$ cat src/rtl/cva5_types_pkg.sv
// Shared cva5 types: load-type fn3 encodings and the per-load attribute entry
// held between issue and data return.
package cva5_types_pkg;

    localparam logic [2:0] FN3_LB  = 3'b000;
    localparam logic [2:0] FN3_LH  = 3'b001;
    localparam logic [2:0] FN3_LW  = 3'b010;
    localparam logic [2:0] FN3_LBU = 3'b100;
    localparam logic [2:0] FN3_LHU = 3'b101;

    // Attributes captured at issue; the instruction id travels alongside
    // since its width is a per-instance parameter.
    typedef struct packed {
        logic [2:0] fn3;
        logic [1:0] offset;
        logic       discard;
    } load_attr_t;

    localparam int unsigned LOAD_ATTR_W = $bits(load_attr_t);

endpackage

$ cat src/rtl/cva5_fifo.sv
// Generic circular FIFO with occupancy count.
// Ports: clk, rst_n (async active-low), push/data_in, pop/data_out (head,
// valid while !empty), count (entries held), full, empty.
// Push while full and pop while empty are ignored.
module cva5_fifo #(
    parameter int unsigned DATA_W = 8,
    parameter int unsigned DEPTH  = 4
) (
    input  logic                       clk,
    input  logic                       rst_n,
    input  logic                       push,
    input  logic [DATA_W-1:0]          data_in,
    input  logic                       pop,
    output logic [DATA_W-1:0]          data_out,
    output logic [$clog2(DEPTH+1)-1:0] count,
    output logic                       full,
    output logic                       empty
);

    localparam int unsigned PTR_W = (DEPTH > 1) ? $clog2(DEPTH) : 1;
    localparam int unsigned CNT_W = $clog2(DEPTH + 1);

    logic [DATA_W-1:0] mem [DEPTH];
    logic [PTR_W-1:0]  wr_ptr;
    logic [PTR_W-1:0]  rd_ptr;
    logic              do_push;
    logic              do_pop;

    assign full     = (count == CNT_W'(DEPTH));
    assign empty    = (count == '0);
    assign do_push  = push && !full;
    assign do_pop   = pop && !empty;
    assign data_out = mem[rd_ptr];

    // Storage needs no reset; only pointers and count define validity.
    always_ff @(posedge clk) begin
        if (do_push) begin
            mem[wr_ptr] <= data_in;
        end
    end

    // Pointers wrap naturally since DEPTH is a power of two.
    always_ff @(posedge clk or negedge rst_n) begin
        if (!rst_n) begin
            wr_ptr <= '0;
            rd_ptr <= '0;
            count  <= '0;
        end else begin
            if (do_push) begin
                wr_ptr <= PTR_W'(wr_ptr + 1'b1);
            end
            if (do_pop) begin
                rd_ptr <= PTR_W'(rd_ptr + 1'b1);
            end
            case ({do_push, do_pop})
                2'b10:   count <= CNT_W'(count + 1'b1);
                2'b01:   count <= CNT_W'(count - 1'b1);
                default: count <= count;
            endcase
        end
    end

endmodule

$ cat src/rtl/load_return_unit.sv
// Load return unit: remembers id/type/offset of each in-flight load, pairs
// in-order memory responses with them, aligns and extends the data, and holds
// the result in a single output register until writeback acknowledges it.
// Ports: clk, rst_n; flush; req_valid/req_ready/req_id/req_fn3/req_offset
// (issue side); rsp_valid/rsp_data/rsp_ready (memory side);
// wb_valid/wb_ack/wb_id/wb_data/wb_discard (writeback side);
// outstanding (loads not yet returned); protocol_err (sticky).
module load_return_unit
    import cva5_types_pkg::*;
#(
    parameter int unsigned DEPTH = 4,
    parameter int unsigned ID_W  = 3
) (
    input  logic                       clk,
    input  logic                       rst_n,
    input  logic                       flush,
    input  logic                       req_valid,
    output logic                       req_ready,
    input  logic [ID_W-1:0]            req_id,
    input  logic [2:0]                 req_fn3,
    input  logic [1:0]                 req_offset,
    input  logic                       rsp_valid,
    input  logic [31:0]                rsp_data,
    output logic                       rsp_ready,
    output logic                       wb_valid,
    input  logic                       wb_ack,
    output logic [ID_W-1:0]            wb_id,
    output logic [31:0]                wb_data,
    output logic                       wb_discard,
    output logic [$clog2(DEPTH+1)-1:0] outstanding,
    output logic                       protocol_err
);

    localparam int unsigned CNT_W   = $clog2(DEPTH + 1);
    localparam int unsigned ENTRY_W = ID_W + LOAD_ATTR_W;

    logic [ENTRY_W-1:0] push_entry;
    logic [ENTRY_W-1:0] head_entry;
    logic [ID_W-1:0]    head_id;
    load_attr_t         push_attr;
    load_attr_t         head_attr;
    logic               fifo_full;
    logic               fifo_empty;
    logic               push;
    logic               pop;
    logic               rsp_fire;

    // Number of entries at the head of the queue that predate a flush.
    logic [CNT_W-1:0]   discard_cnt;
    logic [CNT_W-1:0]   discard_cnt_next;
    logic               head_discard;

    logic [31:0]        shifted;
    logic [31:0]        aligned;

    assign req_ready = !fifo_full;
    assign rsp_ready = !wb_valid || wb_ack;
    assign push      = req_valid && req_ready;
    assign rsp_fire  = rsp_valid && rsp_ready;
    assign pop       = rsp_fire && !fifo_empty;

    assign push_attr  = '{fn3: req_fn3, offset: req_offset, discard: 1'b0};
    assign push_entry = {req_id, push_attr};
    assign {head_id, head_attr} = head_entry;

    cva5_fifo #(
        .DATA_W (ENTRY_W),
        .DEPTH  (DEPTH)
    ) attr_fifo (
        .clk      (clk),
        .rst_n    (rst_n),
        .push     (push),
        .data_in  (push_entry),
        .pop      (pop),
        .data_out (head_entry),
        .count    (outstanding),
        .full     (fifo_full),
        .empty    (fifo_empty)
    );

    // Flush marks every entry already queued (and not popped this cycle);
    // since the queue is in order, a count of leading flushed entries is
    // equivalent to a per-entry discard flag. Same-cycle pushes stay clean.
    always_comb begin
        discard_cnt_next = discard_cnt;
        if (pop && (discard_cnt != '0)) begin
            discard_cnt_next = CNT_W'(discard_cnt - 1'b1);
        end
        if (flush) begin
            discard_cnt_next = CNT_W'(outstanding - CNT_W'(pop));
        end
    end

    assign head_discard = head_attr.discard || (discard_cnt != '0) || flush;

    // Byte-lane alignment and sign/zero extension of the response word.
    always_comb begin
        shifted = rsp_data >> {head_attr.offset, 3'b000};
        aligned = shifted;
        case (head_attr.fn3)
            FN3_LB:  aligned = {{24{shifted[7]}}, shifted[7:0]};
            FN3_LH:  aligned = {{16{shifted[15]}}, shifted[15:0]};
            FN3_LBU: aligned = {24'h0, shifted[7:0]};
            FN3_LHU: aligned = {16'h0, shifted[15:0]};
            default: aligned = shifted;
        endcase
    end

    always_ff @(posedge clk or negedge rst_n) begin
        if (!rst_n) begin
            discard_cnt <= '0;
        end else begin
            discard_cnt <= discard_cnt_next;
        end
    end

    // Output register: reloads on pop, drains on ack, otherwise holds.
    always_ff @(posedge clk or negedge rst_n) begin
        if (!rst_n) begin
            wb_valid   <= 1'b0;
            wb_id      <= '0;
            wb_data    <= '0;
            wb_discard <= 1'b0;
        end else if (pop) begin
            wb_valid   <= 1'b1;
            wb_id      <= head_id;
            wb_data    <= aligned;
            wb_discard <= head_discard;
        end else if (wb_ack && wb_valid) begin
            wb_valid   <= 1'b0;
            wb_discard <= 1'b0;
        end else if (flush && wb_valid) begin
            wb_discard <= 1'b1;
        end
    end

    // A response accepted with nothing outstanding is a memory-side bug.
    always_ff @(posedge clk or negedge rst_n) begin
        if (!rst_n) begin
            protocol_err <= 1'b0;
        end else if (rsp_fire && fifo_empty) begin
            protocol_err <= 1'b1;
        end
    end

endmodule

$ cat config.mk
export PLATFORM = sky130hd
export DESIGN_NAME = load_return_unit
export DESIGN_NICKNAME = d
export VERILOG_FILES = /design/src/rtl/cva5_types_pkg.sv /design/src/rtl/cva5_fifo.sv /design/src/rtl/load_return_unit.sv
export SDC_FILE = /design/constraint.sdc
export NUM_CORES = 1
export LEC_CHECK = 0
export ABC_AREA = 1
export CAP_MARGIN = 10
export CORE_UTILIZATION = 35
export DETAILED_ROUTE_END_ITERATION = 10
export PLACE_DENSITY_LB_ADDON = 0.2
export RECOVER_POWER = 100
export SKIP_LAST_GASP = 1
export SLEW_MARGIN = 25
export SYNTH_ARGS = -nofsm -noshare
export SYNTH_HDL_FRONTEND = slang
export SYNTH_SLANG_ARGS = --single-unit
$ cat constraint.sdc
create_clock -name clk -period 2.7 [get_ports clk]
set_clock_uncertainty 0.2 [all_clocks]
set_input_delay 0.27 -clock clk [delete_from_list [all_inputs] [get_ports clk]]
set_output_delay 0.27 -clock clk [all_outputs]
set_load 0.02 [all_outputs]
## Yosys cells after proc, flatten, opt, wreduce, memory -nomap -nowiden

Memory sizes are Yosys's and may differ from the RTL's.
Index checks and enable logic that the tools add are counted.
Widths: inputs -> output; s select.

- Register bits after elaboration: 48
- RAM bits: 32
- Input port bits: 46
- Logic and storage cells: 56
- Memories: 1

- Add/sub/neg operators: 6
- Equal/unequal tests: 6
- Shift operators: 1
- Muxes and demuxes: 11
- Reduce and logical (&&, ||, !) cells: 22

Memory list:

| memory | words | bits a word | rd ports | clocked after Yosys merged registers in | wr ports | line | RTL |
|---|---|---|---|---|---|---|---|
| attr_fifo.mem | 4 | 8 | 1 | 0 | 1 | cva5_fifo.sv:23 | `logic [DATA_W-1:0] mem [DEPTH];` |

Operators with widths:

| kind | number |
|---|---|
| $pmux 32 s4 | 1 |
| $shr 32x5->32 | 1 |
| $eq 3x3->1 const B | 3 |
| $logic_and 1x1->1 | 9 |
| $mux 1 | 7 |
| $logic_not 3->1 | 2 |
| $mux 3 | 2 |
| $pmux 3 s2 | 1 |
| $reduce_bool 2->1 | 3 |
| $reduce_bool 3->1 | 2 |
| $sub 3x1->3 const B | 2 |
| $add 2x1->2 const B | 2 |
| $add 3x1->3 const B | 1 |
| $eq 3x1->1 const B | 1 |
| $logic_not 1->1 | 3 |
| $sub 3x1->3 | 1 |
| $eq 2x1->1 const B | 1 |
| $eq 2x2->1 const B | 1 |
| $logic_or 1x1->1 | 2 |
| $logic_or 1x1->1 const A | 1 |

## Depth between registers and ports, before layout

- Depth in word-level cells: 7
- Gate-level depth with buffers: 13
- Gate-level depth less buffers: 11

## Modules after synthesis

A second synthesis with hierarchy kept.

- Cells, all modules: 563
- Area total of the unflattened synthesis: 4639.4 sq um

Modules (own cells, without submodules):

| module | instances | cells each | area each (sq um) | sequential area each (sq um) |
|---|---|---|---|---|
| load_return_unit | 1 | 398 | 2753.9 | 1026.0 |
| cva5_fifo | 1 | 165 | 1885.6 | 1256.2 |

## Least setup slack after synthesis

OpenSTA, ideal clock, no wires.

- Path type: register to register
- Start: reg wb_valid
- End: reg attr_fifo.count[2]
- Setup time: 0.132 ns
- Arrival time: 2.376 ns
- Path slack: -0.009 ns
- Stages on the path, launching flop included: 12
- Path buffers: 2
- Cells stage by stage: dfrtp_1 nand2_1 nand2_1 nor2_1 buf_2 buf_2 ha_1 inv_1 fa_1 a21oi_1 o21ai_0 xnor2_1

- Cells in the longest elaborated chain, start to end: 7
- Elaborated cells between the ends (all ways): 9
- Those cells by class: 2 x eq/ne; 1 x mux; 6 x reduce/logical

Ends and longest elaborated chain:

| what | line | RTL |
|---|---|---|
| start, declared | load_return_unit.sv:25 | `output logic wb_valid,` |
| start signal, assigned | load_return_unit.sv:120 | `wb_valid <= 1'b0;` |
| start signal, assigned | load_return_unit.sv:125 | `wb_valid <= 1'b1;` |
| start signal, assigned | load_return_unit.sv:130 | `wb_valid <= 1'b0;` |
| $logic_not 1->1 * | load_return_unit.sv:57 | `assign rsp_ready = !wb_valid \|\| wb_ack;` |
| $logic_or 1x1->1 * | load_return_unit.sv:57 |  |
| named net rsp_ready | load_return_unit.sv:24 | `output logic rsp_ready,` |
| $logic_and 1x1->1 * | load_return_unit.sv:59 | `assign rsp_fire = rsp_valid && rsp_ready;` |
| $logic_and 1x1->1 * | load_return_unit.sv:60 | `assign pop = rsp_fire && !fifo_empty;` |
| $logic_and 1x1->1 * | cva5_fifo.sv:32 | `assign do_pop = pop && !empty;` |
| named net attr_fifo.do_pop | cva5_fifo.sv:27 | `logic do_pop;` |
| $eq 2x1->1 or $eq 2x2->1 (tied branches) | cva5_fifo.sv:55 | `case ({do_push, do_pop})` |
| $pmux 3 s2 or $reduce_bool 2->1 (tied branches) | - |  |
| end signal, assigned | cva5_fifo.sv:56 | `2'b10: count <= CNT_W'(count + 1'b1);` |
| end signal, assigned | cva5_fifo.sv:57 | `2'b01: count <= CNT_W'(count - 1'b1);` |
| end signal, assigned | cva5_fifo.sv:58 | `default: count <= count;` |
| end, declared | cva5_fifo.sv:15 | `output logic [$clog2(DEPTH+1)-1:0] count,` |

The timed path passes the listed nets; every way through them passes the cells marked *.
A chain may end at the register's enable or synchronous reset.

## Worst setup path in the final report

- Start: reg attr_fifo.rd_ptr[0]
- End: reg wb_data[29]

- Cells in the longest elaborated chain, start to end: 3
- Elaborated cells between the ends (all ways): 7
- Those cells by class: 3 x eq/ne; 1 x shift; 1 x mux; 1 x reduce/logical; 1 x memory

Ends and longest elaborated chain:

| what | line | RTL |
|---|---|---|
| start, declared | cva5_fifo.sv:25 | `logic [PTR_W-1:0] rd_ptr;` |
| start signal, assigned | cva5_fifo.sv:53 | `rd_ptr <= PTR_W'(rd_ptr + 1'b1);` |
| $mem_v2 4x8 * | - |  |
| $shr 32x5->32 (tied with other cells) | load_return_unit.sv:98 | `shifted = rsp_data >> {head_attr.offset, 3'b000};` |
| $pmux 32 s4 * | load_return_unit.sv:100 | `case (head_attr.fn3)` |
| end signal, assigned | load_return_unit.sv:127 | `wb_data <= aligned;` |
| end, declared | load_return_unit.sv:28 | `output logic [31:0] wb_data,` |

Mark *: on every way between the ends. The rest lies on a longest branch, timed or not.

==> out/qor.txt <==
Status - complete, no violations
Die ar. - 12730 um^2
Min-delay src - protocol_err
Largest net degree at the start of global routing - 37
Reg area - 2162 um^2
Routed wl met2 - 4.997 mm
Vias in the first global route - 3446
Reg-to-Reg Start - attr_fifo.rd_ptr[0]
Post-route ant nets - 0
Reg-to-reg slack, setup - 0.39 ns
Longest Clk Path Bufs - 2
DRC violations left - 0
Register area share after synthesis - 50.28%
Ys Warns - 0
Routed wire per std cell - 14.28 um
Die Span Y - 112.8 um
Share of the synthesized area in the top cell type - 27.93%
R2r worst-path depth - 11
Maximum vdd ir drop - 391.5 uV
Met3 wire len - 498 um
Net Count, Synth - 548
CTS Buf Count - 9
Top post-synthesis cells by area - dfrtp_1, edfxtp_1, nand2_1
Clock slew at reported path FFs - 0.06 ns
Core footprint - 12010 um^2
Final hold viol count - 0
Hold Crit Depth - 1
Setup violators final - 0
Fillcell total - 1187
Hold WC Path Type - flip-flop to flip-flop
Worst-margin pin slew - 0.9918 ns
Initial antenna violation count - 0
Cell Area, Synth - 4300 um^2
Effective utilization at floorplan - 35.80%
Sequential share of power - 28.9%
Root buf cell - clkbuf_16
Io pins - 89
Multi-input gate area - 1831 um^2
Sw Share - 45.08%
GR Util All Layers - 18.14%
Crit path capture type - flip-flop
CP Launch Type - flip-flop
Highest metal used - met4
Buf+Inv Stages, Crit Path - 3
CP max stage delay - 0.49 ns
Most area-hungry cell type in the Yosys netlist - dfrtp_1
Worst Path Max Fanout - 28
Worst Path Required - 2.79 ns
DIE WIDTH - 112.8 um
Diode count - 0
TritonCTS clock tree - built
Global-route wire length before repair - 17.68 mm
Final period demand of the worst path - 2.310 ns
Worst path most repeated cell - nand2_1
RSZ-0062 raised after global routing - false
Rel. slew slack - 33.88%
Hold slack - 0.2682 ns
Setup CP Type - flip-flop to flip-flop
Hold Crit Endpoint - protocol_err
Total gr overflow - 0
Max Clk Rate - 0.4328 GHz
Vias per inst - 4.842
Combinational cell fraction of total power - 54.9%
CP Cell Sequence - buf_4, nand2_1, nand3_4, nand2_1, buf_4, nand2_1, nor2_1, nor2_1, nand3_2, nand2_1, inv_1
Synth Register Bits - 80
Reg-to-reg endpoint - wb_data[29]
Unique masters post-synth - 32
Layout cells sized above 1 - 12.78%
Clk sinks - 80
Area Growth Syn to Fin - 29.59%
Slew Viols, Final - 0
DRT iter0 DRCs - 191
H-Tree Level Count - 3
Final HPWL DP - 7.604 mm
Final worst-path cycle share - 85.57%
Max cap viols - 0
Top Family by Delay on Critical Path - simple AND/OR/NAND/NOR gates
P per Cell Area - 1242 nW/um^2
Psw - 3.121 mW
Via count - 3554
Syn_area_per_cell - 8.741 um^2
Worst-Skew Late Latency - 0.34 ns
Port bufs - 88
FP Rows - 40
Final nets - 638
Initial DRT Pass Iterations - 4
Setup bufs post-CTS - 0
Clk network pwr share - 16.2%
Final GP Congestion - 0.8462
Mapped Cells - 492
Total Wirelength - 10.48 mm
Leak - 2.540 nW
Setup_tns - 0 ns
Pint - 3.801 mW
Post-Route M1 WL - 4.809 mm
WP data arrival - 2.40 ns
Worst path slowest cell - dfrtp_1
[cell usage in the layout (no fill, tap or decap)]
master	instances
nand2_1	135
nand3_1	60
dlygate4sd3_1	53
dfrtp_1	48
nor2_1	46
clkdlybuf4s50_1	35
inv_1	34
edfxtp_1	32
o21ai_0	22
nand3_2	17
or2_2	16
a21oi_1	10
ha_1	9
clkbuf_16	9
nand2_2	7
clkbuf_1	7
buf_4	6
o211ai_1	4
a31oi_1	4
inv_4	3
xor2_1	3
xnor2_1	3
nand2_4	3
clkinvlp_4	3
nand3_4	2
o21ai_1	2
nor2_4	2
inv_6	2
nor3_1	1
inv_2	1
o21a_1	1
nand3b_1	1
nor2_2	1
a31o_2	1
fa_1	1
clkinv_1	1
buf_12	1
clkbuf_2	1
[worst reg2reg max path: stages, from the launching register on]
cell and delay [ns]:
dfrtp_1 0.49, buf_4 0.24, nand2_1 0.11, nand3_4 0.14, nand2_1 0.20, buf_4 0.31, nand2_1 0.14, nor2_1 0.15
nor2_1 0.08, nand3_2 0.10, nand2_1 0.05, inv_1 0.04
[power groups by stage]
| stage | Sequential [mW] | Clock (mW) | Combinational, mW |
|---|---|---|---|
| 2_1_floorplan | 2.33 | 0 | 2.41 |
| 4_1_cts | 2.02 | 1.16 | 3.99 |
| 6_report | 2.00 | 1.12 | 3.80 |
| 3_5_place_dp | 2.04 | 0 | 3.98 |
| 3_3_place_gp | 2.03 | 0 | 3.93 |
| 5_1_grt | 2.07 | 1.21 | 4.27 |
[repair_timing]
item / in CTS / in global routing
hold buffers: 1 / 0
hold endpoints to repair: 16 / 0
gates resized for setup: 0 / 0
[cell families after synthesis]
| family | count (synthesis) | share of synthesized area (%) |
|---|---|---|
| AND/OR/NAND/NOR | 291 | 32.70 |
| flip-flops | 80 | 50.28 |
| buffers and inverters | 61 | 7.099 |
| AO/OA/AOI/OAI | 44 | 5.616 |
| adder cells (fa/ha/maj) | 10 | 3.084 |
| XOR/XNOR | 6 | 1.222 |
[stage by stage]
stage          power [mW]  utilization [%]  worst slack, ns  cells  cell area (um^2)
6_report            6.922            46.40           0.3896    734              5573
5_1_grt             7.556            46.40           0.1258    734              5573
4_1_cts             7.173            46.65           0.4223    734              5603
3_5_place_dp        6.020            44.29           0.2400    717              5320
3_3_place_gp        5.959            44.29           0.2910    717              5320
2_1_floorplan       4.733                -          0.06770    492              4303
[layout make-up]
cell class                 instances  area share, %
tap                              147          3.300
timing repair buffer             102          17.47
clock inverter                     6         0.7858
sequential                        80          38.80
inverter                          38          2.694
multi-input combinational        351          32.85
clock buffer                      10          4.109
[synth_stat cells]
master    number
nand2_1      134
nand3_1       60
dfrtp_1       48
nor2_1        46
inv_1         34
edfxtp_1      32
o21ai_0       20
nand3_2       17
or2_2         16
a21oi_1       10
ha_1           9
nand2_2        8
buf_2          7
buf_6          7
clkbuf_1       7
a31oi_1        4
o211ai_1       4
o21ai_1        4
inv_4          3
nand2_4        3
xnor2_1        3
xor2_1         3
buf_4          2
nand3_4        2
nor2_4         2
a31o_2         1
fa_1           1
inv_2          1
nand3b_1       1
nor2_2         1
nor3_1         1
o21a_1         1
[sequential cells by signal, indices dropped and copies added, names as in the netlist]
signal / cells
attr_fifo.rd_ptr: 2
wb_valid: 1
attr_fifo.count: 3
discard_cnt: 3
wb_id: 3
attr_fifo.mem: 32
wb_data: 32
attr_fifo.wr_ptr: 2
protocol_err: 1
wb_discard: 1
[worst max path at each step]
stage	cells after the start	endpoint	from	slack (ns)
finish	11	wb_data[29]	attr_fifo.rd_ptr[0]	0.39
global placement	11	attr_fifo.count[2]	wb_ack	0.29
floorplan	11	attr_fifo.count[2]	wb_valid	0.07
global route	11	wb_data[29]	attr_fifo.rd_ptr[0]	0.13
detailed placement	11	wb_data[18]	wb_ack	0.24
CTS	9	attr_fifo.count[2]	attr_fifo.count[0]	0.42
[metal layers]
metal / vias to the layer above / GRT usage [%]
li1: 1787 / -
met1: 1667 / 24.02
met2: 87 / 28.56
met3: 13 / 4.713
met4: 0 / 6.844
met5: - / 0
Note: power is estimated with default switching activity, not from simulation.
